### config.mk
export PLATFORM = sky130hd
export DESIGN_NAME = wb_ctrl
export DESIGN_NICKNAME = d
export VERILOG_FILES = /design/src/rtl/wb_ctrl.sv
export SDC_FILE = /design/constraint.sdc
export NUM_CORES = 1
export LEC_CHECK = 0
export ABC_AREA = 1
export ABC_CLOCK_PERIOD_IN_PS = 1300
export BUFFER_PORTS_ARGS = -buffer_cell sky130_fd_sc_hd__buf_2
export CAP_MARGIN = 20
export CORE_ASPECT_RATIO = 0.75
export CORE_MARGIN = 10
export CORE_UTILIZATION = 40
export DETAILED_ROUTE_END_ITERATION = 8
export PLACE_DENSITY = 0.77
export SLEW_MARGIN = 20
export SYNTH_ARGS = -nofsm -noshare
export SYNTH_HDL_FRONTEND = slang
export SYNTH_SLANG_ARGS = --single-unit
### constraint.sdc
create_clock -name clk_i -period 1.3 [get_ports clk_i]
set_clock_uncertainty 0.05 [all_clocks]
set_input_delay 0.13 -clock clk_i [delete_from_list [all_inputs] [get_ports clk_i]]
set_output_delay 0.13 -clock clk_i [all_outputs]
set_load 0.005 [all_outputs]
### src/rtl/wb_ctrl.sv
// Writeback controller: accepts PC/ALU/MEM writeback requests and issues one register-file write each.
// Optional WB_TIMEOUT_EN adds a load-wait watchdog that aborts the request and pulses wb_err_o.
module wb_ctrl #(
    parameter int unsigned DATA_WIDTH = 32,
    parameter int unsigned TIMEOUT    = 255
) (
    input  logic                  clk_i,
    input  logic                  rst_i,
    input  logic                  wb_valid_i,
    output logic                  wb_ready_o,
    input  logic [1:0]            wb_src_i,
    input  logic [4:0]            wb_rd_i,
    input  logic [DATA_WIDTH-1:0] pc_i,
    input  logic [DATA_WIDTH-1:0] alu_i,
    input  logic                  mem_valid_i,
    input  logic [DATA_WIDTH-1:0] mem_data_i,
    input  logic                  flush_i,
    output logic [1:0]            which_mux_o,
    output logic                  rf_we_o,
    output logic [4:0]            rf_waddr_o,
    output logic [DATA_WIDTH-1:0] rf_wdata_o,
    output logic                  wb_done_o,
    output logic                  wb_err_o
);

    localparam logic [1:0] SRC_PC   = 2'b00;
    localparam logic [1:0] SRC_ALU  = 2'b01;
    localparam logic [1:0] SRC_MEM  = 2'b10;
    localparam logic [1:0] SRC_NONE = 2'b11;

    typedef enum logic [1:0] {
        IDLE     = 2'b00,
        WAIT_MEM = 2'b01,
        WRITE    = 2'b10
    } state_t;

    state_t state;

    // The timeout counter is 8 bits wide, so TIMEOUT must fit in 1..255.
    if (TIMEOUT < 1 || TIMEOUT > 255) begin : g_bad_timeout
        $error("wb_ctrl: TIMEOUT must be in 1..255");
    end

    assign wb_ready_o = (state == IDLE);

`ifdef WB_TIMEOUT_EN
    localparam logic [7:0] TMO_LAST = 8'(TIMEOUT - 1);
    logic [7:0] tmo_cnt;
`else
    assign wb_err_o = 1'b0;
`endif

    // Write outputs are registered together with the transition into WRITE,
    // so they are valid during exactly the one WRITE cycle.
    always_ff @(posedge clk_i) begin
        if (rst_i) begin
            state       <= IDLE;
            rf_we_o     <= 1'b0;
            wb_done_o   <= 1'b0;
            which_mux_o <= 2'b00;
            rf_waddr_o  <= 5'd0;
            rf_wdata_o  <= '0;
`ifdef WB_TIMEOUT_EN
            wb_err_o    <= 1'b0;
            tmo_cnt     <= 8'd0;
`endif
        end else begin
            rf_we_o   <= 1'b0;
            wb_done_o <= 1'b0;
`ifdef WB_TIMEOUT_EN
            wb_err_o  <= 1'b0;
`endif
            case (state)
                IDLE: begin
                    if (wb_valid_i) begin
                        which_mux_o <= wb_src_i;
                        rf_waddr_o  <= wb_rd_i;
                        if (wb_src_i == SRC_MEM) begin
                            state <= WAIT_MEM;
`ifdef WB_TIMEOUT_EN
                            tmo_cnt <= 8'd0;
`endif
                        end else begin
                            state     <= WRITE;
                            wb_done_o <= 1'b1;
                            rf_we_o   <= (wb_rd_i != 5'd0) && (wb_src_i != SRC_NONE);
                            case (wb_src_i)
                                SRC_PC:  rf_wdata_o <= pc_i;
                                SRC_ALU: rf_wdata_o <= alu_i;
                                default: rf_wdata_o <= '0;
                            endcase
                        end
                    end
                end
                WAIT_MEM: begin
                    // Flush has priority over a coincident mem_valid_i.
                    if (flush_i) begin
                        state <= IDLE;
                    end else if (mem_valid_i) begin
                        state      <= WRITE;
                        wb_done_o  <= 1'b1;
                        rf_we_o    <= (rf_waddr_o != 5'd0);
                        rf_wdata_o <= mem_data_i;
                    end
`ifdef WB_TIMEOUT_EN
                    else if (tmo_cnt == TMO_LAST) begin
                        state    <= IDLE;
                        wb_err_o <= 1'b1;
                    end else begin
                        tmo_cnt <= 8'(tmo_cnt + 8'd1);
                    end
`endif
                end
                WRITE: begin
                    state <= IDLE;
                end
                default: begin
                    state <= IDLE;
                end
            endcase
        end
    end

endmodule

==> out/results.txt <==
DR WL/cell -> 14.0 um
Residual DRC -> 0
final setup vio count -> 0
CP Capture Type -> flop
vias in the first global route -> 3,022
PD cells -> 898 nW/um^2
crit path capture -> rf_wdata_o[7]
clock sinks -> 43
upper clock frequency limit -> 821 MHz
row cnt -> 25
Peak VDD IR -> 0.397 mV
Area growth, synth to finish -> 37.8%
Max Buffers Root-to-Sink -> 2
Synthesis Warnings -> 0
ys async rst share -> 0
share of layout cells above drive strength 1 -> 0.313
R2R Path End -> rf_wdata_o[7]
Int Power -> 2.25 mW
# H-tree levels -> 2
I/O pin count -> 151
cells after synthesis -> 447
sw frac -> 0.303
Place WS -> -0.00787 ns
IO Port Bufs -> 149
max-slew violations -> 0
Vias/cell -> 4.77
Total Routing Usage GR -> 0.167
DRT iter0 DRCs -> 175
Worst Min Path Start -> rst_i
Seq pwr share -> 0.457
core area -> 6320 um^2
period utilization -> 0.936
GRT overflow -> 0
failing checks -> negative hold slack
GPL Wtd Cong -> 0.772
pin count of the biggest net entering global routing -> 35
Mapped Area -> 2610 um^2
top cells by count, synth -> 197 x nand2_1, 78 x nor2_1, 43 x dfxtp_1
unrepaired setup endpoints after global routing -> true
DR pass1 iterations -> 5
number of enable flip-flop cells after synthesis -> 0
Post-DRT Antenna Nets -> 0
Worst EP required -> 1.44 ns
Avg Cell Area, Syn -> 5.85 um^2
Gate power share -> 0.291
kind of critical path -> flop to flop
DR vias -> 3,207
antenna violations before repair -> 0
Synth Register Bits -> 43
CP Max Fanout -> 33
Final min period -> 1.22 ns
Distinct cells, synth -> 20
NetSw -> 0.981 mW
CTS Buf Count -> 5
DIE HEIGHT -> 90.0 um
starting density of the core -> 0.414
die width -> 113 um
status -> finished with violations
final worst slack -> 0.0826 ns
Final HPWL DP -> 7.13 mm
crit path from -> state[1]
Layout fillers -> 652
first-pass GRT wire length -> 14.6 mm
leak pwr -> 2.12 nW
DRT Wirelength -> 9.39 mm
reg2reg start -> state[1]
r2r setup slk -> 0.08 ns
synth top area cells -> dfxtp_1 33%, nand2_1 28%, nor2_1 11%
area leader, netlist -> dfxtp_1
share of the synthesized area in the top cell type -> 0.329
latest clock arrival within the worst-skew pair -> 0.29 ns
die area -> 10,200 um^2
Fin Hold WS -> -0.000697 ns
Clock Root Buffer -> clkbuf_8
Post-synth top flop -> dfxtp_1
Finished Cell Area -> 3600 um^2
CTS tree -> done
CTS clk-pin slew, worst paths -> 0.08 ns
CP Launch Type -> flop
DP Area -> 3480 um^2
Crit path arrival time -> 1.36 ns
Nets -> 699
Max-Cap Viols -> 0
R2R depth -> 8
Seq/Total Area, Yosys -> 0.329
syn nets -> 555
Hold WC Path Type -> primary input to flop
most numerous cell in the Yosys netlist -> nand2_1
# diodes -> 0
Hold Vio Cnt, Final -> 1
clock power share -> 0.252
## metrics by stage
stage | hold WS (ns) | setup TNS [ns] | utilization | std cells | power (mW)
2_1_floorplan | 0.149 | 0 | - | 447 | 2.02
3_3_place_gp | 0.317 | 0 | 0.551 | 663 | 2.40
3_5_place_dp | 0.316 | -0.00787 | 0.551 | 663 | 2.43
4_1_cts | 0.000342 | 0 | 0.564 | 671 | 3.24
5_1_grt | 0.00857 | -0.0616 | 0.570 | 673 | 3.46
6_report | -0.000697 | 0 | 0.570 | 673 | 3.23
## flip-flops by register name (all words and copies together) (netlist names)
register,flops
state,2
which_mux_o,2
rf_waddr_o,5
rf_we_o,1
rf_wdata_o,32
wb_done_o,1
## worst min path at each step
stage / end / slack, ns / cells past startpoint
6_report: state[0] / -0.0007 / 2
5_1_grt: state[0] / 0.009 / 2
4_1_cts: state[0] / 0.0003 / 2
3_5_place_dp: state[0] / 0.32 / 2
3_3_place_gp: state[0] / 0.32 / 2
2_1_floorplan: rf_we_o / 0.15 / 1
## critical path, cell delays in order, from the launching register on
cell and delay, ns:
dfxtp_2 0.36, inv_1 0.05, nand2_2 0.08, inv_2 0.06, nand2_4 0.09, buf_12 0.19
nand3b_1 0.10, nand2_1 0.07, nor2_1 0.04
## what timing repair did
action / 4_1_cts / 5_1_grt
pin swaps: 0 / 1
setup buffers: 0 / 0
hold buffers: 0 / 0
endpoints found under the setup margin: 13 / 34
cloned: 0 / 2
endpoints found under the hold margin: 0 / 0
resized for setup: 1 / 6
## metal layers
layer / part of all wire / vias to the layer above / global-route usage / routed length, um
li1: - / 1672 / - / -
met1: 0.43 / 1412 / 0.201 / 4060
met2: 0.48 / 117 / 0.280 / 4460
met3: 0.087 / 6 / 0.0558 / 816
met4: 0.0063 / 0 / 0.0338 / 59
met5: 0 / - / 0 / 0
## logic make-up (layout without fill, tap and decap cells)
group,count (synthesis),count (layout),share of synthesized area
and+or+nand+nor,348,350,0.570
other,1,1,0.00143
AOI/OAI and AO/OA,12,12,0.0230
buffers and inverters,43,186,0.0761
DFF,43,43,0.329
## cells in the final DEF (no fill, tap or decap), types with 2 or more instances in the layout
cell and count:
and2_4 3, nand3_1 32, dfxtp_2 2, buf_12 3, nand3b_1 32, a21oi_1 5
buf_4 14, nor2_1 78, clkbuf_8 5, o21ai_0 7, inv_1 9, nand2_1 197
dfxtp_1 41, inv_2 2, buf_2 149, nor3_1 2, clkbuf_1 2
## area by class of cell
class | instances | area (um^2) | share of cell area
multi-input cells | 363 | 1590 | 0.442
clock buffers | 7 | 76.3 | 0.0212
well taps | 81 | 101 | 0.0281
clock inverters | 1 | 5.00 | 0.00139
repair buffers | 167 | 922 | 0.256
flip-flops and latches | 43 | 863 | 0.240
inverters | 11 | 41.3 | 0.0115
## power groups by stage
| stage | Sequential (mW) | Clock [mW] | Combinational [mW] |
|---|---|---|---|
| 2_1_floorplan | 1.52 | 0 | 0.501 |
| 3_3_place_gp | 1.50 | 0 | 0.897 |
| 3_5_place_dp | 1.51 | 0 | 0.919 |
| 4_1_cts | 1.48 | 0.838 | 0.923 |
| 5_1_grt | 1.49 | 0.898 | 1.06 |
| 6_report | 1.48 | 0.815 | 0.940 |
Power figures use the tool's default switching activity.
